<file path="config.mk">
export PLATFORM = sky130hd
export DESIGN_NAME = if_stage
export DESIGN_NICKNAME = d
export VERILOG_FILES = /design/src/rtl/if_stage.sv
export SDC_FILE = /design/constraint.sdc
export NUM_CORES = 1
export LEC_CHECK = 0
export BUFFER_PORTS_ARGS = -buffer_cell sky130_fd_sc_hd__buf_2
export CORE_MARGIN = 2
export CORE_UTILIZATION = 55
export DETAILED_ROUTE_END_ITERATION = 10
export PLACE_DENSITY = 0.94
export SLEW_MARGIN = 30
export SYNTH_ARGS = -nofsm -noshare
export SYNTH_HDL_FRONTEND = slang
export SYNTH_SLANG_ARGS = --single-unit
</file>
<file path="constraint.sdc">
create_clock -name clk -period 4.5 [get_ports clk]
set_input_delay 0.9 -clock clk [delete_from_list [all_inputs] [get_ports clk]]
set_output_delay 0.9 -clock clk [all_outputs]
set_load 0.005 [all_outputs]
</file>
<file path="src/rtl/if_stage.sv">
// Instruction fetch stage: PC register, fetch address generation and the IF/ID
// pipeline register with freeze/flush/branch control and a fetch counter.
module if_stage #(
  parameter logic [31:0] RESET_PC = 32'd0
) (
  input  logic        clk,
  input  logic        rst,
  input  logic        freeze,
  input  logic        branch_taken,
  input  logic [31:0] branch_addr,
  input  logic        flush,
  output logic [31:0] imem_addr,
  input  logic [31:0] imem_instruction,
  output logic [31:0] pc_out,
  output logic [31:0] instruction_out,
  output logic        valid_out,
  output logic [31:0] fetch_count
);

  typedef struct packed {
    logic [31:0] pc;
    logic [31:0] instr;
    logic        valid;
  } ifid_t;

  logic [31:0] pc_q, pc_d, pc_next;
  ifid_t       ifid_q, ifid_d;
  logic [31:0] cnt_q, cnt_d;
  logic        load;

  assign pc_next = pc_q + 32'd4;

  // Branch beats freeze so a redirect is never lost behind a stall.
  always_comb begin
    pc_d = pc_q;
    if (branch_taken)  pc_d = {branch_addr[31:2], 2'b00};
    else if (!freeze)  pc_d = pc_next;
  end

  // Flush beats freeze; branch alone leaves IF/ID untouched.
  always_comb begin
    ifid_d = ifid_q;
    load   = 1'b0;
    if (flush) begin
      ifid_d = '0;
    end else if (!freeze) begin
      ifid_d = '{pc: pc_next, instr: imem_instruction, valid: 1'b1};
      load   = 1'b1;
    end
    cnt_d = cnt_q + {31'd0, load};
  end

  always_ff @(posedge clk) begin
    if (rst) begin
      pc_q   <= RESET_PC;
      ifid_q <= '0;
      cnt_q  <= '0;
    end else begin
      pc_q   <= pc_d;
      ifid_q <= ifid_d;
      cnt_q  <= cnt_d;
    end
  end

  assign imem_addr       = pc_q;
  assign pc_out          = ifid_q.pc;
  assign instruction_out = ifid_q.instr;
  assign valid_out       = ifid_q.valid;
  assign fetch_count     = cnt_q;

endmodule

</file>
Word level (Yosys, flattened, before mapping)
Cells that the tools add are included.
{"block": "totals", "register_bits": 129, "latchBits": 0, "ramBits": 0, "mem_bits_ro": 0, "input_bits": 69, "out_inout_bits": 129, "mem_count": 0}
{"block": "classes", "addsub": 2, "n_mul": 0, "div": 0, "n_lt_le_gt_ge": 0, "eq_ne": 1, "n_shift": 0, "muxes": 4, "n_bitwise": 0, "n_reduce_logical": 2}
{"operator": "$mux 32", "n": 2}
{"operator": "$add 32x1->32", "n": 1}
{"operator": "$add 32x3->32 const B", "n": 1}
{"operator": "$reduce_or 2->1", "n": 2}
{"operator": "$mux 1", "n": 2}
{"operator": "$ne 2x1->1 const B", "n": 1}

Longest topological paths before layout
{"block": "depth", "word_depth": 3, "ltp_mapped": 12, "mapped_depth_nobuf": 8}

Least setup slack after synthesis
No wires, ideal clock.
{"block": "synth_path", "path_kind": "input port to flip-flop", "from": "input port freeze", "to": "register cnt_q[26] (netlist: fetch_count[26])", "setup_time_ns": 0.128, "arrival_time_ns": 2.854, "slack_ns": 1.518, "path_stages": 12, "path_cell_list": "buf_2 > clkbuf_1 > buf_2 > clkbuf_1 > nor2_1 > ha_1 > ha_1 > nand2_1 > nor4_2 > nand4_1 > xor2_1 > nor2_1"}
{"block": "synth_between", "elab_chain_cells": 3}
{"element": "start, declared", "line": "8", "text": "input logic freeze,"}
{"element": "$mux 1", "line": "46", "text": "end else if (!freeze) begin"}
{"element": "$mux 1", "line": "44", "text": "if (flush) begin"}
{"element": "$add 32x1->32", "line": "50", "text": "cnt_d = cnt_q + {31'd0, load};"}
{"element": "end signal, assigned", "line": "61", "text": "cnt_q <= cnt_d;"}
{"element": "end, declared", "line": "28", "text": "logic [31:0] cnt_q, cnt_d;"}
No other way between the ends.
A chain may end at the register's enable or synchronous reset.

Final worst setup path
{"block": "layout_path", "from": "register pc_q[2] (netlist: imem_addr[2])", "to": "register ifid_q (netlist bit pc_out[28])"}
{"block": "layout_between", "elab_chain_cells": 1}
{"element": "start, declared", "line": "26", "text": "logic [31:0] pc_q, pc_d, pc_next;"}
{"element": "start signal, assigned", "line": "59", "text": "pc_q <= pc_d;"}
{"element": "$add 32x3->32", "line": "31", "text": "assign pc_next = pc_q + 32'd4;"}
{"element": "end signal, assigned", "line": "60", "text": "ifid_q <= ifid_d;"}
{"element": "end, declared", "line": "27", "text": "ifid_t ifid_q, ifid_d;"}
No other way between the ends.

==> results.md <==
* Post-synth top flop: dfxtp_1
* Drt pass-1 iters at 5
* Share of layout cells above drive strength 1 at 27.98%
* Final #Nets at 909
* Root Driver: clkbuf_8
* Startpoint Class: register
* Worst hold path type: register to register
* Post-synth EDFFs at 0
* Num CTS Buffers at 17
* Longest Clk Path Bufs at 2
* Num Clock Sinks at 125
* Syn Area/Cell at 8.734 um^2
* Worst-path maximum fanout at 11
* Initial antenna violation count at 2
* Hold buffers post-CTS at 0
* Hold Crit Depth at 2
* Layout Cells excl Fill at 984
* Crit path capture type: register
* Minimum clock period after layout at 2.692 ns
* Status: finished clean
* Worst-margin pin slew at 0.8123 ns
* Fin. Hold Viols at 0
* Area Growth Syn to Fin at 24.75%
* Routed vias at 5251
* Drt drc at 0
* CP top delay family: simple AND/OR/NAND/NOR gates
* CTS tree: yes
* Vias per inst at 5.336
* Die Wd at 107.6 um
* Setup Viol. Count Final at 0
* Placer Congestion at 0.9528
* Slowest cell on crit path: nand4_1
* First-pass GRT wire length at 23290 um
* Post-route ant nets at 0
* Vias in the first global route at 4931
* Cts repair resizes at 0
* Pleak at 3.437 nW
* R2R cell count at 6
* CP Cell Sequence: ha_1, and4_1, nand4_1, nor3_1, mux2_2, nor3_1
* WL per Instance at 14.73 um
* # Post-CTS Setup Buffers at 0
* Worst Path Class, Setup: register to register
* Crit path largest cell delay at 0.53 ns
* RSZ-0062 raised after global routing: no
* IO Pins at 198
* Max-slew violation count at 0
* Worst rel slew slack at 45.85%
* Sequential area share after synthesis at 42.38%
* Fin util at 71.03%
* Die area at 11580 um^2
* Setup TNS at 0 ns
* Initial drt markers at 437
* Starting density of the core at 56.94%
* Rows at 37
* H-tree levels at 4
* Clock slew at reported path FFs at 0.06 ns
* Synthesis Warnings at 0
* Core ar. at 10370 um^2
* Largest net degree at the start of global routing at 66
* Max VDD drop at 0.2319 mV
* Final Skew at 0.006973 ns
* Total of max-cap violations at 0
* Worst endpoint required time at 4.92 ns
* Seq cells post-synth at 125
* Crit-path most repeated cell: nor3_1
* Placed cells at 954
* Synthesized area at 5904 um^2
* Synth unique cells at 40
* FFs w/ async S/R, synth at 0%
* Worst path bufs/invs at 0
* DRT Wirelength at 14500 um
* Clock latency on the worst-skew pair at 0.50 ns
* Post-Syn Instances at 676
* Cell depth of the worst setup path at 6
* GR Overflow Total at 0
* Port Buffer Count at 191
* Critical path arrival at 3.11 ns
* Fmax at 371.5 MHz
* Tot GR Track Use at 25.12%
* Pwr per Cell Area at 363.2 nW/um^2
* Tcrit/Tclk final at 59.83%
* Die H at 107.6 um
* Post-detail-place hpwl at 10340 um
==> path summary, 6_finish.rpt <==
kind                                   from                       to  slack, ns
setup / recovery  imem_addr[2]$_SDFFE_PP0P_  pc_out[28]$_SDFFE_PP0N_       1.81
hold / removal       valid_out$_SDFFE_PP0N_   valid_out$_SDFFE_PP0N_       0.44
setup reg to reg  imem_addr[2]$_SDFFE_PP0P_  pc_out[28]$_SDFFE_PP0N_       1.81
hold reg to reg      valid_out$_SDFFE_PP0N_   valid_out$_SDFFE_PP0N_       0.44
==> sequential cells by signal, summed over array words and instances, names as in the netlist <==
name	cells
fetch_count	32
valid_out	1
imem_addr	30
pc_out	30
instruction_out	32
==> metal layers <==
| metal | vias to the layer above | track usage, % | part of all wire [%] | routed length (um) |
|---|---|---|---|---|
| met4 | 0 | 6.868 | 1.6 | 228 |
| met1 | 2413 | 30.12 | 43 | 6162 |
| met5 | - | 0 | 0 | 0 |
| li1 | 2609 | - | - | - |
| met3 | 21 | 8.717 | 9.3 | 1343 |
| met2 | 208 | 42.72 | 47 | 6764 |
==> worst min-delay path: stages (launching register included) <==
cell and delay (ns):
dfxtp_1 0.30, inv_1 0.04, a21oi_1 0.05
==> report_power, final <==
| group | switching, mW | internal (mW) | total, mW |
|---|---|---|---|
| Sequential | 0.0481 | 1.14 | 1.19 |
| Combinational | 0.111 | 0.105 | 0.216 |
| Clock | 0.477 | 0.790 | 1.27 |
==> cell usage after synthesis (all sizes together) (2+ instances only) <==
| cell type | instances | area, um^2 |
|---|---|---|
| or3 | 6 | 37.54 |
| mux2i | 48 | 480.5 |
| buf | 28 | 153.9 |
| a2111oi | 2 | 20.02 |
| and4 | 7 | 61.31 |
| clkbuf | 26 | 97.59 |
| or2 | 3 | 18.77 |
| a21oi | 38 | 190.2 |
| nor4 | 16 | 150.1 |
| and3 | 8 | 50.05 |
| ha | 3 | 37.54 |
| nor2b | 15 | 93.84 |
| o31a | 2 | 17.52 |
| nor2 | 102 | 382.9 |
| nand3b | 2 | 15.01 |
| inv | 26 | 97.59 |
| o21ai | 8 | 40.04 |
| nand4 | 30 | 193.9 |
| nor3 | 25 | 135.1 |
| nand2 | 25 | 93.84 |
| o21a | 23 | 172.7 |
| xnor2 | 21 | 183.9 |
| dfxtp | 125 | 2502 |
| xor2 | 56 | 490.5 |
| a21o | 3 | 22.52 |
| nand3 | 21 | 110.1 |
==> cell usage in the layout, fill, tap and decap left out, types with 3 or more instances in the layout <==
master      instances
a21oi_1            38
nand4_1            29
clkinvlp_4          4
xnor2_1            21
and3_1              8
and4_1              7
xor2_1             56
nand2_1            25
nand3_1            20
clkinv_2            3
nor3_1             23
or3_1               6
ha_1                3
a21o_1              3
clkbuf_16          16
inv_1              26
dfxtp_1           125
o21a_1             23
nor4_1              8
mux2i_1            48
nor4_2              8
nor2_1            102
conb_1              4
buf_4               4
o21ai_0             8
nor2b_1            15
buf_2             189
==> per-stage QoR <==
stage / hold WS (ns) / power [mW] / setup slack (ns) / instance area [um^2]
final: 0.4438 / 2.675 / 1.808 / 7366
after detailed placement: 0.4354 / 1.430 / 1.555 / 6810
after global placement: 0.4300 / 1.422 / 1.615 / 6808
after floorplan: 0.4421 / 1.342 / 1.518 / 5916
after CTS: 0.4448 / 2.691 / 1.867 / 7361
after global routing: 0.4771 / 2.781 / 1.665 / 7363
==> area by class of cell <==
type	instances	area [um^2]
Multi-Input combinational cell	474	3067
Fill cell	822	3004
Sequential cell	125	2502
Timing Repair Buffer	193	975.9
Clock buffer	18	427.9
Tap cell	136	170.2
Clock inverter	11	122.6
Inverter	26	97.59
Antenna cell	1	2.502
==> cell families (layout without fill, tap and decap cells) <==
family	after synthesis	count (layout)	synth area share (%)
compound gates	76	76	7.841
fa+ha+maj	3	3	0.6358
mux	49	49	8.328
buf+inv	80	248	5.912
xor+xnor	77	77	11.42
flops	125	125	42.38
other cells	1	5	0.06351
simple gates	265	265	23.42
No activity file was read; power rests on OpenSTA's default activity.
